==> config.mk <==
export PLATFORM = sky130hd
export DESIGN_NAME = time_keeper
export DESIGN_NICKNAME = d
export VERILOG_FILES = /design/src/rtl/time_keeper.sv
export SDC_FILE = /design/constraint.sdc
export NUM_CORES = 1
export LEC_CHECK = 0
export ABC_AREA = 1
export CORE_ASPECT_RATIO = 1.1
export CORE_UTILIZATION = 60
export CTS_CLUSTER_SIZE = 16
export DETAILED_ROUTE_END_ITERATION = 10
export GPL_ROUTABILITY_DRIVEN = 0
export PLACE_DENSITY = 0.82
export SLEW_MARGIN = 0
export SYNTH_ARGS = -nofsm -noshare
export SYNTH_HDL_FRONTEND = slang
export SYNTH_SLANG_ARGS = --single-unit
==> constraint.sdc <==
create_clock -name CLK -period 5.65 [get_ports CLK]
set_input_delay 0.565 -clock CLK [delete_from_list [all_inputs] [get_ports CLK]]
set_output_delay 0.565 -clock CLK [all_outputs]
set_load 0.005 [all_outputs]
==> src/rtl/time_keeper.sv <==
// time_keeper: BCD hh:mm:ss clock with a run-mode prescaler, an edit mode
// that increments one field at a time without carry, and a blink mask that
// flashes the field being edited.
module time_keeper #(
  parameter int unsigned CLK_DIV   = 26214400,
  parameter int unsigned BLINK_DIV = 13107200
) (
  input  logic       CLK,
  input  logic       RST,
  input  logic       Editing,
  input  logic [2:0] Digit,
  input  logic       IncrementDigit,
  output logic [3:0] HourT,
  output logic [3:0] HourU,
  output logic [3:0] MinT,
  output logic [3:0] MinU,
  output logic [3:0] SecT,
  output logic [3:0] SecU,
  output logic       SecondTick,
  output logic [2:0] Blank
);

  localparam int PW = (CLK_DIV > 2) ? $clog2(CLK_DIV) : 1;
  localparam int BW = (BLINK_DIV > 1) ? $clog2(BLINK_DIV) : 1;
  localparam logic [PW-1:0] PRE_LAST   = PW'(CLK_DIV - 1);
  localparam logic [BW-1:0] BLINK_LAST = BW'(BLINK_DIV - 1);

  logic [PW-1:0] pre_reg;
  logic [BW-1:0] bcnt_reg;
  logic          phase_reg;
  logic [7:0]    sec_reg, min_reg, hour_reg;
  logic [7:0]    sec_next, min_next, hour_next;
  logic          tick_reg;
  logic [2:0]    blank_reg;
  logic          tick;
  logic          inc_ok;

  // Increment a two-digit BCD value, wrapping to 00 after 'last'.
  function automatic logic [7:0] bcd_inc(input logic [7:0] v, input logic [7:0] last);
    logic [7:0] r;
    if (v == last)
      r = 8'h00;
    else if (v[3:0] == 4'd9)
      r = {v[7:4] + 4'd1, 4'd0};
    else
      r = {v[7:4], v[3:0] + 4'd1};
    return r;
  endfunction

  // A tick can only happen in run mode, so it never races an edit.
  assign tick   = !Editing && (pre_reg == PRE_LAST);
  assign inc_ok = Editing && IncrementDigit &&
                  ((Digit == 3'b001) || (Digit == 3'b010) || (Digit == 3'b100));

  // Prescaler: free-runs in run mode, parked at 0 while editing.
  always_ff @(posedge CLK or posedge RST) begin
    if (RST)
      pre_reg <= '0;
    else if (Editing || tick)
      pre_reg <= '0;
    else
      pre_reg <= pre_reg + 1'b1;
  end

  // Next-time logic: cascaded carry on tick, isolated field wrap on edit.
  always_comb begin
    sec_next  = sec_reg;
    min_next  = min_reg;
    hour_next = hour_reg;
    if (tick) begin
      sec_next = bcd_inc(sec_reg, 8'h59);
      if (sec_reg == 8'h59) begin
        min_next = bcd_inc(min_reg, 8'h59);
        if (min_reg == 8'h59)
          hour_next = bcd_inc(hour_reg, 8'h23);
      end
    end else if (inc_ok) begin
      case (Digit)
        3'b001:  sec_next  = bcd_inc(sec_reg, 8'h59);
        3'b010:  min_next  = bcd_inc(min_reg, 8'h59);
        3'b100:  hour_next = bcd_inc(hour_reg, 8'h23);
        default: ;
      endcase
    end
  end

  // Time registers and the registered second pulse.
  always_ff @(posedge CLK or posedge RST) begin
    if (RST) begin
      sec_reg  <= 8'h00;
      min_reg  <= 8'h00;
      hour_reg <= 8'h00;
      tick_reg <= 1'b0;
    end else begin
      sec_reg  <= sec_next;
      min_reg  <= min_next;
      hour_reg <= hour_next;
      tick_reg <= tick;
    end
  end

  // Blink phase: runs only in edit mode; a press restarts it so the field shows.
  always_ff @(posedge CLK or posedge RST) begin
    if (RST) begin
      bcnt_reg  <= '0;
      phase_reg <= 1'b0;
    end else if (!Editing || IncrementDigit) begin
      bcnt_reg  <= '0;
      phase_reg <= 1'b0;
    end else if (bcnt_reg == BLINK_LAST) begin
      bcnt_reg  <= '0;
      phase_reg <= ~phase_reg;
    end else begin
      bcnt_reg <= bcnt_reg + 1'b1;
    end
  end

  // Registered blank mask for the selected field during the off phase.
  always_ff @(posedge CLK or posedge RST) begin
    if (RST)
      blank_reg <= 3'b000;
    else if (Editing)
      blank_reg <= Digit & {3{phase_reg}};
    else
      blank_reg <= 3'b000;
  end

  assign HourT      = hour_reg[7:4];
  assign HourU      = hour_reg[3:0];
  assign MinT       = min_reg[7:4];
  assign MinU       = min_reg[3:0];
  assign SecT       = sec_reg[7:4];
  assign SecU       = sec_reg[3:0];
  assign SecondTick = tick_reg;
  assign Blank      = blank_reg;

endmodule

# Word level (Yosys, flattened, before mapping)
# Index checks and enable logic that the tools add are counted.
# Widths: inputs -> output; s select.
dict set report totals {
  register_bits 78
  inputBits 7
  output_inout_bits 28
  word_cells 71
}
dict set report classes {
  n_addsub 8
  eq_ne 13
  mux 24
  bitwise 2
  n_reduce_logical 16
}
# op n
set ops {}
lappend ops {{$mux 8} 18}
lappend ops {{$mux 24} 2}
lappend ops {{$add 25x1->25 const B} 1}
lappend ops {{$eq 25x25->1 const B} 1}
lappend ops {{$mux 25} 1}
lappend ops {{$add 24x1->24 const B} 1}
lappend ops {{$add 4x1->4 const B} 6}
lappend ops {{$eq 24x24->1 const B} 1}
lappend ops {{$eq 8x7->1 const B} 2}
lappend ops {{$eq 4x4->1 const B} 3}
lappend ops {{$reduce_bool 2->1} 5}
lappend ops {{$eq 8x6->1 const B} 1}
lappend ops {{$logic_or 1x1->1} 4}
lappend ops {{$ne 2x1->1 const B} 2}
lappend ops {{$reduce_and 4->1} 1}
lappend ops {{$and 3x3->3} 1}
lappend ops {{$eq 3x1->1 const B} 1}
lappend ops {{$eq 3x2->1 const B} 1}
lappend ops {{$eq 3x3->1 const B} 1}
lappend ops {{$logic_and 1x1->1} 3}
lappend ops {{$mux 3} 1}
lappend ops {{$reduce_and 3->1} 1}
lappend ops {{$mux 1} 2}
lappend ops {{$reduce_and 2->1} 1}
lappend ops {{2 further kinds} 2}

# Longest topological paths before layout
# Gate-level depths: netlist (run 1).
dict set report depth {
  word_depth 6
  mapped_depth 12
  mapped_depth_nobuf 12
}

# Least setup slack after synthesis (run 1)
# Ideal clock, no wire load.
dict set report synth_timing {
  path_kind {reg2reg}
  start {reg min_reg[1]}
  end {reg hour_reg[3]}
  setup_ns 0.123
  arrival_time_ns 1.479
  required_time_ns 5.527
  setup_slack_ns 4.048
  stages_incl_launch_ff 12
  synth_period_minus_slack_ns 1.602
  path_cell_list {dfrtp_1 > inv_1 > ha_1 > nand2_1 > nor2_1 > nand2_1 > nand4_1 > nand2_2 > clkinv_4 > nand2_8 > nand2_2 > o21ai_2}
}
dict set report synth_between {
  elab_chain_len 3
}
# element line
set synth_rtl {}
lappend synth_rtl {{start, declared} 31} ;# logic [7:0] sec_reg, min_reg, hour_reg;
lappend synth_rtl {{start signal, assigned} 96} ;# min_reg <= min_next;
lappend synth_rtl {{$eq 8x7->1} 74} ;# if (min_reg == 8'h59)
lappend synth_rtl {{$ne 2x1->1 (no source line)} n/a}
lappend synth_rtl {{$reduce_and 4->1 (no source line)} n/a}
lappend synth_rtl {{end signal, assigned} 97} ;# hour_reg <= hour_next;
lappend synth_rtl {{end, declared} 31}
# Every way passes these cells.
# A chain may end at the register's enable or synchronous reset.

# Worst setup path in the final report (run 1)
dict set report layout_timing {
  start {reg pre_reg[0]}
  end {reg pre_reg[17]}
}
dict set report layout_between {
  elab_chain_len 4
  elab_cells_between_ends 5
}
# element line
set layout_rtl {}
lappend layout_rtl {{start, declared} 28} ;# logic [PW-1:0] pre_reg;
lappend layout_rtl {{start signal, assigned} 62} ;# pre_reg <= pre_reg + 1'b1;
lappend layout_rtl {{branches (longest 3 deep; another with $add 25x1->25)} n/a}
lappend layout_rtl {{$mux 25 (*)} 59} ;# else if (Editing || tick)
# Every way passes the cells marked *.

==> reports/results.txt, run 1 <==
Clk pwr share - 35.9%
Hold/Removal Path Class - reg2reg
drt drc - 4
clock buffer depth - 2
worst-margin pin slew - 951 ps
final hold violation count - 0
Detail Placement HPWL - 6410 um
DRT iter0 DRCs - 190
Post-Syn Nets - 554
vias in the first global route - 3547
Reg clk slew, reported paths - 80 ps
crit start category - flip-flop
GR Util met1 - 29.3%
Tot GR Track Use - 24.2%
max frequency - 433 MHz
Worst Path Arrival - 2590 ps
met2 Use GR - 42.3%
combinational share of power - 12.4%
gr busiest metal - met2
Fin Setup TNS - 0 ps
row count - 32
Die H - 92.3 um
MaxCap Viol Count - 0
slew margin rel. - 36.6%
fin crit period - 2310 ps
synthesis-to-layout area growth - 14.1%
gr ovfl total - 0
status - finished, violations left
count of pins over their slew limit - 0
post-synthesis instance total - 533
average size of a mapped cell - 8.34 sq um
Mapped Area - 4450 sq um
commonest non-fill, non-tap cell in the layout - nand2_1
Final Skew - 12.0 ps
sequential share of power - 51.7%
largest net degree at the start of global routing - 79
Antenna Nets Post-Route - 0
Initial Util - 62.7%
Worst EP required - 5930 ps
met3 global-route usage - 5.22%
die area - 7760 sq um
total setup buffers inserted after CTS - 0
CP max FO - 14
net switching power - 0.000305 W
TritonCTS clock tree - done
Yosys reg bits - 78
Warnings, synthesis - 0
final WL - 8610 um
initial antenna violation count - 0
Post-synth ARST share - 100%
crit end category - flip-flop
sw frac - 25.9%
Clock Sinks - 78
H-tree depth - 3
n_diodes - 0
crit share post-route - 40.9%
Via Count - 3610
final setup violation count - 0
Die X-Extent - 84.1 um
Num CTS Buffers - 9
io pins - 35
maximum vdd drop - 0.000239 V
most frequent cells in the layout - nand2_1, nor2_1, dfrtp_1
Vias/cell - 5.43
Leak Pwr - 2.26 nW
Pwr Total - 0.00117 W
RSZ-0062 raised after global routing - false
Distinct cells, synth - 42
DRT Pass-1 Iters - 7
number of synthesized flops with an enable pin - 0
fin nets - 596
sequential fraction of the synthesis area - 43.9%
Internal Pwr Total - 0.000870 W
share of cells above drive strength 1 - 13.3%
wire length per cell - 13.0 um
Setup CP Type - reg2reg
hold buffers post-CTS - 0
core area - 7090 sq um
Root Driver - clkbuf_8
worst-skew pair later-pin latency - 340 ps
ys flop type - dfrtp_1
Largest register FFs - 25
first-pass GRT wire length - 15000 um
number of buffers added on ports - 34
failing checks - design-rule violations
pwr dens - 232 nW/um^2
PostCTS Resize Cnt - 0
cell usage after synthesis, types with 2 or more instances:
master | n | area share [%]
nand2_1 | 91 | 7.7
nor2_1 | 80 | 6.8
nand2_2 | 16 | 2.3
nor2_4 | 2 | 0.51
nor2_2 | 7 | 0.99
nand4_1 | 13 | 1.8
nand3_4 | 3 | 1.2
nand3_1 | 32 | 3.6
nor3_1 | 23 | 2.6
dfrtp_1 | 78 | 44
o21ai_2 | 5 | 0.99
nand3b_1 | 2 | 0.34
buf_2 | 2 | 0.23
xor2_1 | 17 | 3.3
or2_2 | 6 | 0.84
xnor2_1 | 11 | 2.2
nand2_4 | 4 | 1.0
inv_1 | 57 | 4.8
a21oi_1 | 21 | 2.4
o21ai_1 | 12 | 1.4
clkinv_4 | 2 | 0.39
nand2_8 | 2 | 0.90
inv_2 | 4 | 0.34
o21ai_0 | 12 | 1.4
ha_1 | 14 | 3.9
routing by layer:
layer	wire, um	share of wire [%]
met3	305	3.5
met1	3860	45
met5	0	0
met4	142	1.6
met2	4310	50
cell type report:
cell class	count	area, sq um
multi-input cells	388	2220
fillers	557	2010
flip-flops and latches	78	1950
repair buffers	35	348
inverters	63	246
clock buffers	11	141
well taps	85	106
clock inverters	5	57.6
power groups by stage:
stage                     Clock (W)  Combinational (W)  Sequential (W)
after floorplan                   0          0.0000824        0.000616
after global placement            0           0.000142        0.000617
after detailed placement          0           0.000147        0.000619
after CTS                  0.000429           0.000148        0.000608
after global routing       0.000458           0.000165        0.000612
final                      0.000421           0.000146        0.000607
logic make-up after synthesis:
family	share of synthesized area [%]
AOI/OAI and AO/OA	6.84
xor gates and xnor gates	5.52
adders and majority gates	3.94
buffers and inverters	6.11
DFF	43.9
and+or+nand+nor	33.7
through the flow:
stage                     instances  utilization [%]  setup slack [ps]  hold slack, ps  area, sq um
after floorplan                 533                -              3090             430         4450
after global placement          649             68.8              3280             444         4870
after detailed placement        649             68.8              3230             469         4870
after CTS                       665             71.6              3360             480         5070
after global routing            665             71.6              3100             497         5070
final                           665             71.6              3340             478         5070
worst max-delay path, cell delays in order, from the launching register on:
cell	delay (ps)
dfrtp_1	410
ha_1	240
nand2_2	90
nor2_2	50
nand2_4	100
nor2_8	70
a21oi_1	680
inv_2	280
a21oi_1	190
o21a_1	140
final timing paths:
| check | startpoint | to | slack (ps) | cells past startpoint |
|---|---|---|---|---|
| setup / recovery | pre_reg[0]$_DFF_PP0_ | pre_reg[17]$_DFF_PP0_ | 3340 | 9 |
| hold / removal | bcnt_reg[0]$_DFF_PP0_ | bcnt_reg[0]$_DFF_PP0_ | 480 | 1 |
| setup reg to reg | pre_reg[0]$_DFF_PP0_ | pre_reg[17]$_DFF_PP0_ | 3340 | 9 |
| hold reg to reg | bcnt_reg[0]$_DFF_PP0_ | bcnt_reg[0]$_DFF_PP0_ | 480 | 1 |
| max in group asynchronous | RST | pre_reg[14]$_DFF_PP0_ | 4190 | 3 |
| min in group asynchronous | RST | bcnt_reg[15]$_DFF_PP0_ | 830 | 3 |
Power figures use the tool's default switching activity.
==> run 2, diff against run 1 <==
- CORE_UTILIZATION: 60 -> 59
- PLACE_DENSITY: 0.82 -> 0.81
- clock period: 5.65 -> 2.25 ns (I/O delays scaled with it)
==> run 2 against run 1 <==
Against the previous run: the run still ends with design-rule violations left; global-route usage up 0.51 points; wire length up 0.66%; cell area up 0.35%; critical path depth unchanged; die area up 1.7%; sequential share of layout area down 0.13 points; clock skew down 1.0 ps; final cell count up 0.15%; worst hold slack worse by 210 ps; combinational power rose to 2.5 times the previous value.
==> reports/results.txt, run 2 (synthesized netlist as in run 1, its figures left out) <==
slew margin rel. - 67.9%
initial antenna violation count - 0
Reg2Reg Setup Slack - 440 ps
Root Driver - clkbuf_8
worst-skew pair later-pin latency - 350 ps
Die H - 93.0 um
largest net degree at the start of global routing - 79
final hold violation count - 0
Metal-1 WL - 3780 um
row count - 32
number of buffers added on ports - 34
count of pins over their slew limit - 0
Clock Sinks - 78
io pins - 35
core area - 7170 sq um
drt drc - 1
maximum vdd drop - 0.000500 V
WL met2 - 4350 um
PostCTS Resize Cnt - 0
share of cells above drive strength 1 - 13.4%
Fin Hold WS - 271 ps
Die X-Extent - 84.8 um
commonest non-fill, non-tap cell in the layout - nand2_1
Vias/cell - 5.44
RSZ-0062 raised after global routing - false
vias in the first global route - 3528
Num CTS Buffers - 9
fin nets - 598
Seq. cell area - 1950 sq um
Initial Util - 62.0%
DRT Pass-1 Iters - 8
pwr dens - 576 nW/um^2
status - finished, violations left
MaxCap Viol Count - 0
crit share post-route - 80.3%
wire length per cell - 13.0 um
gr ovfl total - 0
highest routed metal layer - met4
most frequent cells in the layout - nand2_1, nor2_1, dfrtp_1
n_diodes - 0
first-pass GRT wire length - 15300 um
area of the multi-input gates - 2220 sq um
Final Core Density - 71.0%
Area after DPL - 4900 sq um
Fin Setup TNS - 0 ps
worst-margin pin slew - 477 ps
Leak Pwr - 2.27 nW
crit start category - flip-flop
crit end category - flip-flop
Antenna Nets Post-Route - 0
WL met3 - 325 um
Reg clk slew, reported paths - 80 ps
Worst R2R Path Depth - 9
final WL - 8670 um
Critical R2R Launch - pre_reg[0]$_DFF_PP0_
Hold/Removal Path Class - in2async
Final Skew - 11.0 ps
TritonCTS clock tree - done
Worst Path Arrival - 2080 ps
CP max FO - 10
hold buffers post-CTS - 0
failing checks - design-rule violations
Setup CP Type - reg2reg
total setup buffers inserted after CTS - 0
synthesis-to-layout area growth - 14.5%
worst r2r dst - pre_reg[19]$_DFF_PP0_
H-tree depth - 3
Final WS setup - 443 ps
final setup violation count - 0
die area - 7890 sq um
DRT iter0 DRCs - 207
clock buffer depth - 2
fin crit period - 1810 ps
max frequency - 554 MHz
Tot GR Track Use - 24.7%
Setup WS pre-CTS - 362 ps
Via Count - 3622
Largest register FFs - 25
Worst EP required - 2520 ps
Detail Placement HPWL - 6380 um
Fill cells - 560
post-route cell area - 5090 sq um
==> run 2: cell count changes in the layout (fill, tap and decap cells not counted), sizes merged <==
cell	previous run	this run
buf	1	3
clkinv	5	4
clkinvlp	0	1
inv	62	61
==> run 2: critical path, cell delays in order, from the launching register on <==
cell and delay, ps:
dfrtp_1 410, ha_1 230, nand2_2 80, nor2_2 50, nand2_4 100, nor2_8 70, a21oi_1 230, buf_4 230
o21ai_0 140, a21oi_1 180
==> run 2: how the worst max path moves through the flow <==
| stage | start | end | slack, ps | cells past startpoint |
|---|---|---|---|---|
| floorplan | RST | Blank[0]$_DFF_PP0_ | 30 | 1 |
| global placement | Editing | phase_reg$_DFFE_PP0P_ | 460 | 7 |
| detailed placement | Digit[0] | sec_reg[3]$_DFFE_PP0P_ | 360 | 8 |
| CTS | pre_reg[0]$_DFF_PP0_ | pre_reg[19]$_DFF_PP0_ | 430 | 9 |
| global route | pre_reg[0]$_DFF_PP0_ | hour_reg[7]$_DFFE_PP0P_ | 300 | 12 |
| finish | pre_reg[0]$_DFF_PP0_ | pre_reg[19]$_DFF_PP0_ | 440 | 9 |
==> run 2: through the flow <==
stage	total power (W)	cells
after floorplan	0.00175	533
after global placement	0.00192	651
after detailed placement	0.00193	651
after CTS	0.00296	666
after global routing	0.00306	666
final	0.00293	666
==> run 2: layout make-up <==
class,instances,area share [%]
inverter,63,4.84
multi-input combinational,388,43.6
clock buffer,11,2.78
sequential,78,38.3
timing repair buffer,37,7.37
clock inverter,4,0.934
tap,85,2.09
==> run 2: power breakdown <==
part           internal [W]  switching (W)
combinational      0.000183       0.000185
sequential          0.00146      0.0000680
clock              0.000533       0.000503
total               0.00218       0.000755
==> run 2: metal layers <==
layer,vias to the layer above,global-route usage [%]
met2,86,43.6
li1,1808,-
met3,20,4.77
met4,0,11.4
met1,1708,29.1
met5,-,0
==> run 3, diff against run 2 <==
- clock period: 2.25 -> 1.8 ns (I/O delays scaled with it)
==> run 3 against run 2 <==
Against the previous run: the run still ends with design-rule violations left; setup slack worse by 340 ps; sequential share of layout area down 1.4 points; total power up 28%; clock power up 28%; global-route usage up 1.1 points; register-to-register slack worse by 340 ps; combinational power up 37%; critical path depth up 2; clock skew down 2.5 ps; count of clock-buffer cells in the layout down 2; highest routed layer unchanged; wire length up 8.8%; flip-flop and latch count unchanged.
==> reports/results.txt, run 3 (synthesized netlist as in run 1, its figures left out) <==
DRT iter0 DRCs - 216
die area - 7890 sq um
Antenna Nets Post-Route - 0
Fill cells - 521
largest net degree at the start of global routing - 36
CP max FO - 5
DRT Pass-1 Iters - 8
final WL - 9430 um
Num CTS Buffers - 9
failing checks - design-rule violations
fin crit period - 1700 ps
Hold/Removal Path Class - in2async
area of the multi-input gates - 2300 sq um
initial antenna violation count - 0
crit-path cells - ha_2, nand2_2, nor2_4, nand2_4, nor2_8, buf_4, nand2_1, inv_2, nand2_1, o21ai_0, a21oi_1
Leak Pwr - 2.34 nW
Via Count - 3679
Worst Path Arrival - 1950 ps
Vias/cell - 5.41
most frequent cells in the layout - nand2_1, dfrtp_1, nor2_1
commonest non-fill, non-tap cell in the layout - nand2_1
Fin Setup TNS - 0 ps
Fin Hold WS - 183 ps
Critical R2R Launch - pre_reg[1]$_DFF_PP0_
Worst R2R Path Depth - 11
Tot GR Track Use - 25.8%
crit start category - flip-flop
status - finished, violations left
count of pins over their slew limit - 0
Clock Sinks - 78
TritonCTS clock tree - done
max frequency - 590 MHz
n_diodes - 0
clock buffer depth - 2
hold buffers post-CTS - 0
crit end category - flip-flop
io pins - 35
wire length per cell - 13.9 um
fin nets - 611
Setup CP Type - reg2reg
Reg clk slew, reported paths - 90 ps
Reg2Reg Setup Slack - 100 ps
drt drc - 2
maximum vdd drop - 0.000583 V
Largest register FFs - 25
Seq. cell area - 1950 sq um
Detail Placement HPWL - 6980 um
post-route cell area - 5290 sq um
first-pass GRT wire length - 16000 um
Initial Util - 62.0%
H-tree depth - 3
final setup violation count - 0
Root Driver - clkbuf_8
synthesis-to-layout area growth - 19.0%
gr ovfl total - 0
row count - 32
MaxCap Viol Count - 0
share of cells above drive strength 1 - 17.3%
Final Skew - 8.50 ps
number of buffers added on ports - 34
pwr dens - 707 nW/um^2
crit share post-route - 94.2%
slew margin rel. - 63.4%
Worst EP required - 2050 ps
Die H - 93.0 um
worst-margin pin slew - 542 ps
slowest stage delay, CP - 370 ps
CP dominant cell by count - nand2_1
vias in the first global route - 3582
worst r2r dst - pre_reg[20]$_DFF_PP0_
worst-skew pair later-pin latency - 360 ps
crit path max-delay cell type - dfrtp_1
final hold violation count - 0
core area - 7170 sq um
Area after DPL - 4980 sq um
Die X-Extent - 84.8 um
==> run 3: cell type report <==
type                    instances  area share, %
clock inverters                 7           1.42
repair buffers                 49           9.04
well taps                      85           2.01
inverters                      63           4.73
flip-flops and latches         78           36.9
multi-input cells             389           43.6
clock buffers                   9           2.34
==> run 3: worst max-delay path: cells and delay by family, from the launching register on <==
kind                     cells  cell delay, ps
AO/OA/AOI/OAI                2             200
adder cells (fa/ha/maj)      1             200
buffers and inverters        2             240
flip-flops                   1             370
AND/OR/NAND/NOR              6             580
==> run 3: report_power, final <==
| group | switching (W) | internal, W |
|---|---|---|
| combinational | 0.000254 | 0.000249 |
| clock | 0.000688 | 0.000642 |
| sequential | 0.0000848 | 0.00182 |
| total | 0.00103 | 0.00271 |
==> run 3: routing by layer <==
| layer | global-route usage [%] | wire length, um | share of wire [%] | vias up |
|---|---|---|---|---|
| met1 | 31.7 | 4120 | 44 | 1759 |
| met3 | 3.53 | 264 | 2.8 | 14 |
| li1 | - | - | - | 1843 |
| met5 | 0 | 0 | 0 | - |
| met4 | 11.9 | 196 | 2.1 | 0 |
| met2 | 45.2 | 4850 | 51 | 63 |
==> run 3: what timing repair did <==
item | CTS | global route
buffers inserted | 0 | 4
pin swaps | 0 | 8
endpoints found under the setup margin | 4 | 38
gates resized for setup | 1 | 17
gates cloned | 0 | 1
==> run 3: metrics by stage <==
step	power (W)	cells	util, %	worst slack (ps)
3_5_place_dp	0.00244	659	69.5	1.96
4_1_cts	0.00375	675	72.3	20.9
6_report	0.00374	680	73.8	104
2_1_floorplan	0.00219	533	-	198
3_3_place_gp	0.00241	659	69.5	73.4
5_1_grt	0.00391	680	73.8	-11.4
==> run 3: how the worst max path moves through the flow <==
stage,to,slack [ps],cells past startpoint,from
after floorplan,hour_reg[3]$_DFFE_PP0P_,200,11,min_reg[1]$_DFFE_PP0P_
after global placement,min_reg[6]$_DFFE_PP0P_,70,9,sec_reg[5]$_DFFE_PP0P_
after detailed placement,min_reg[6]$_DFFE_PP0P_,2,9,sec_reg[5]$_DFFE_PP0P_
after CTS,bcnt_reg[11]$_DFF_PP0_,20,8,bcnt_reg[0]$_DFF_PP0_
after global routing,min_reg[6]$_DFFE_PP0P_,-10,9,sec_reg[5]$_DFFE_PP0P_
final,pre_reg[20]$_DFF_PP0_,100,11,pre_reg[1]$_DFF_PP0_
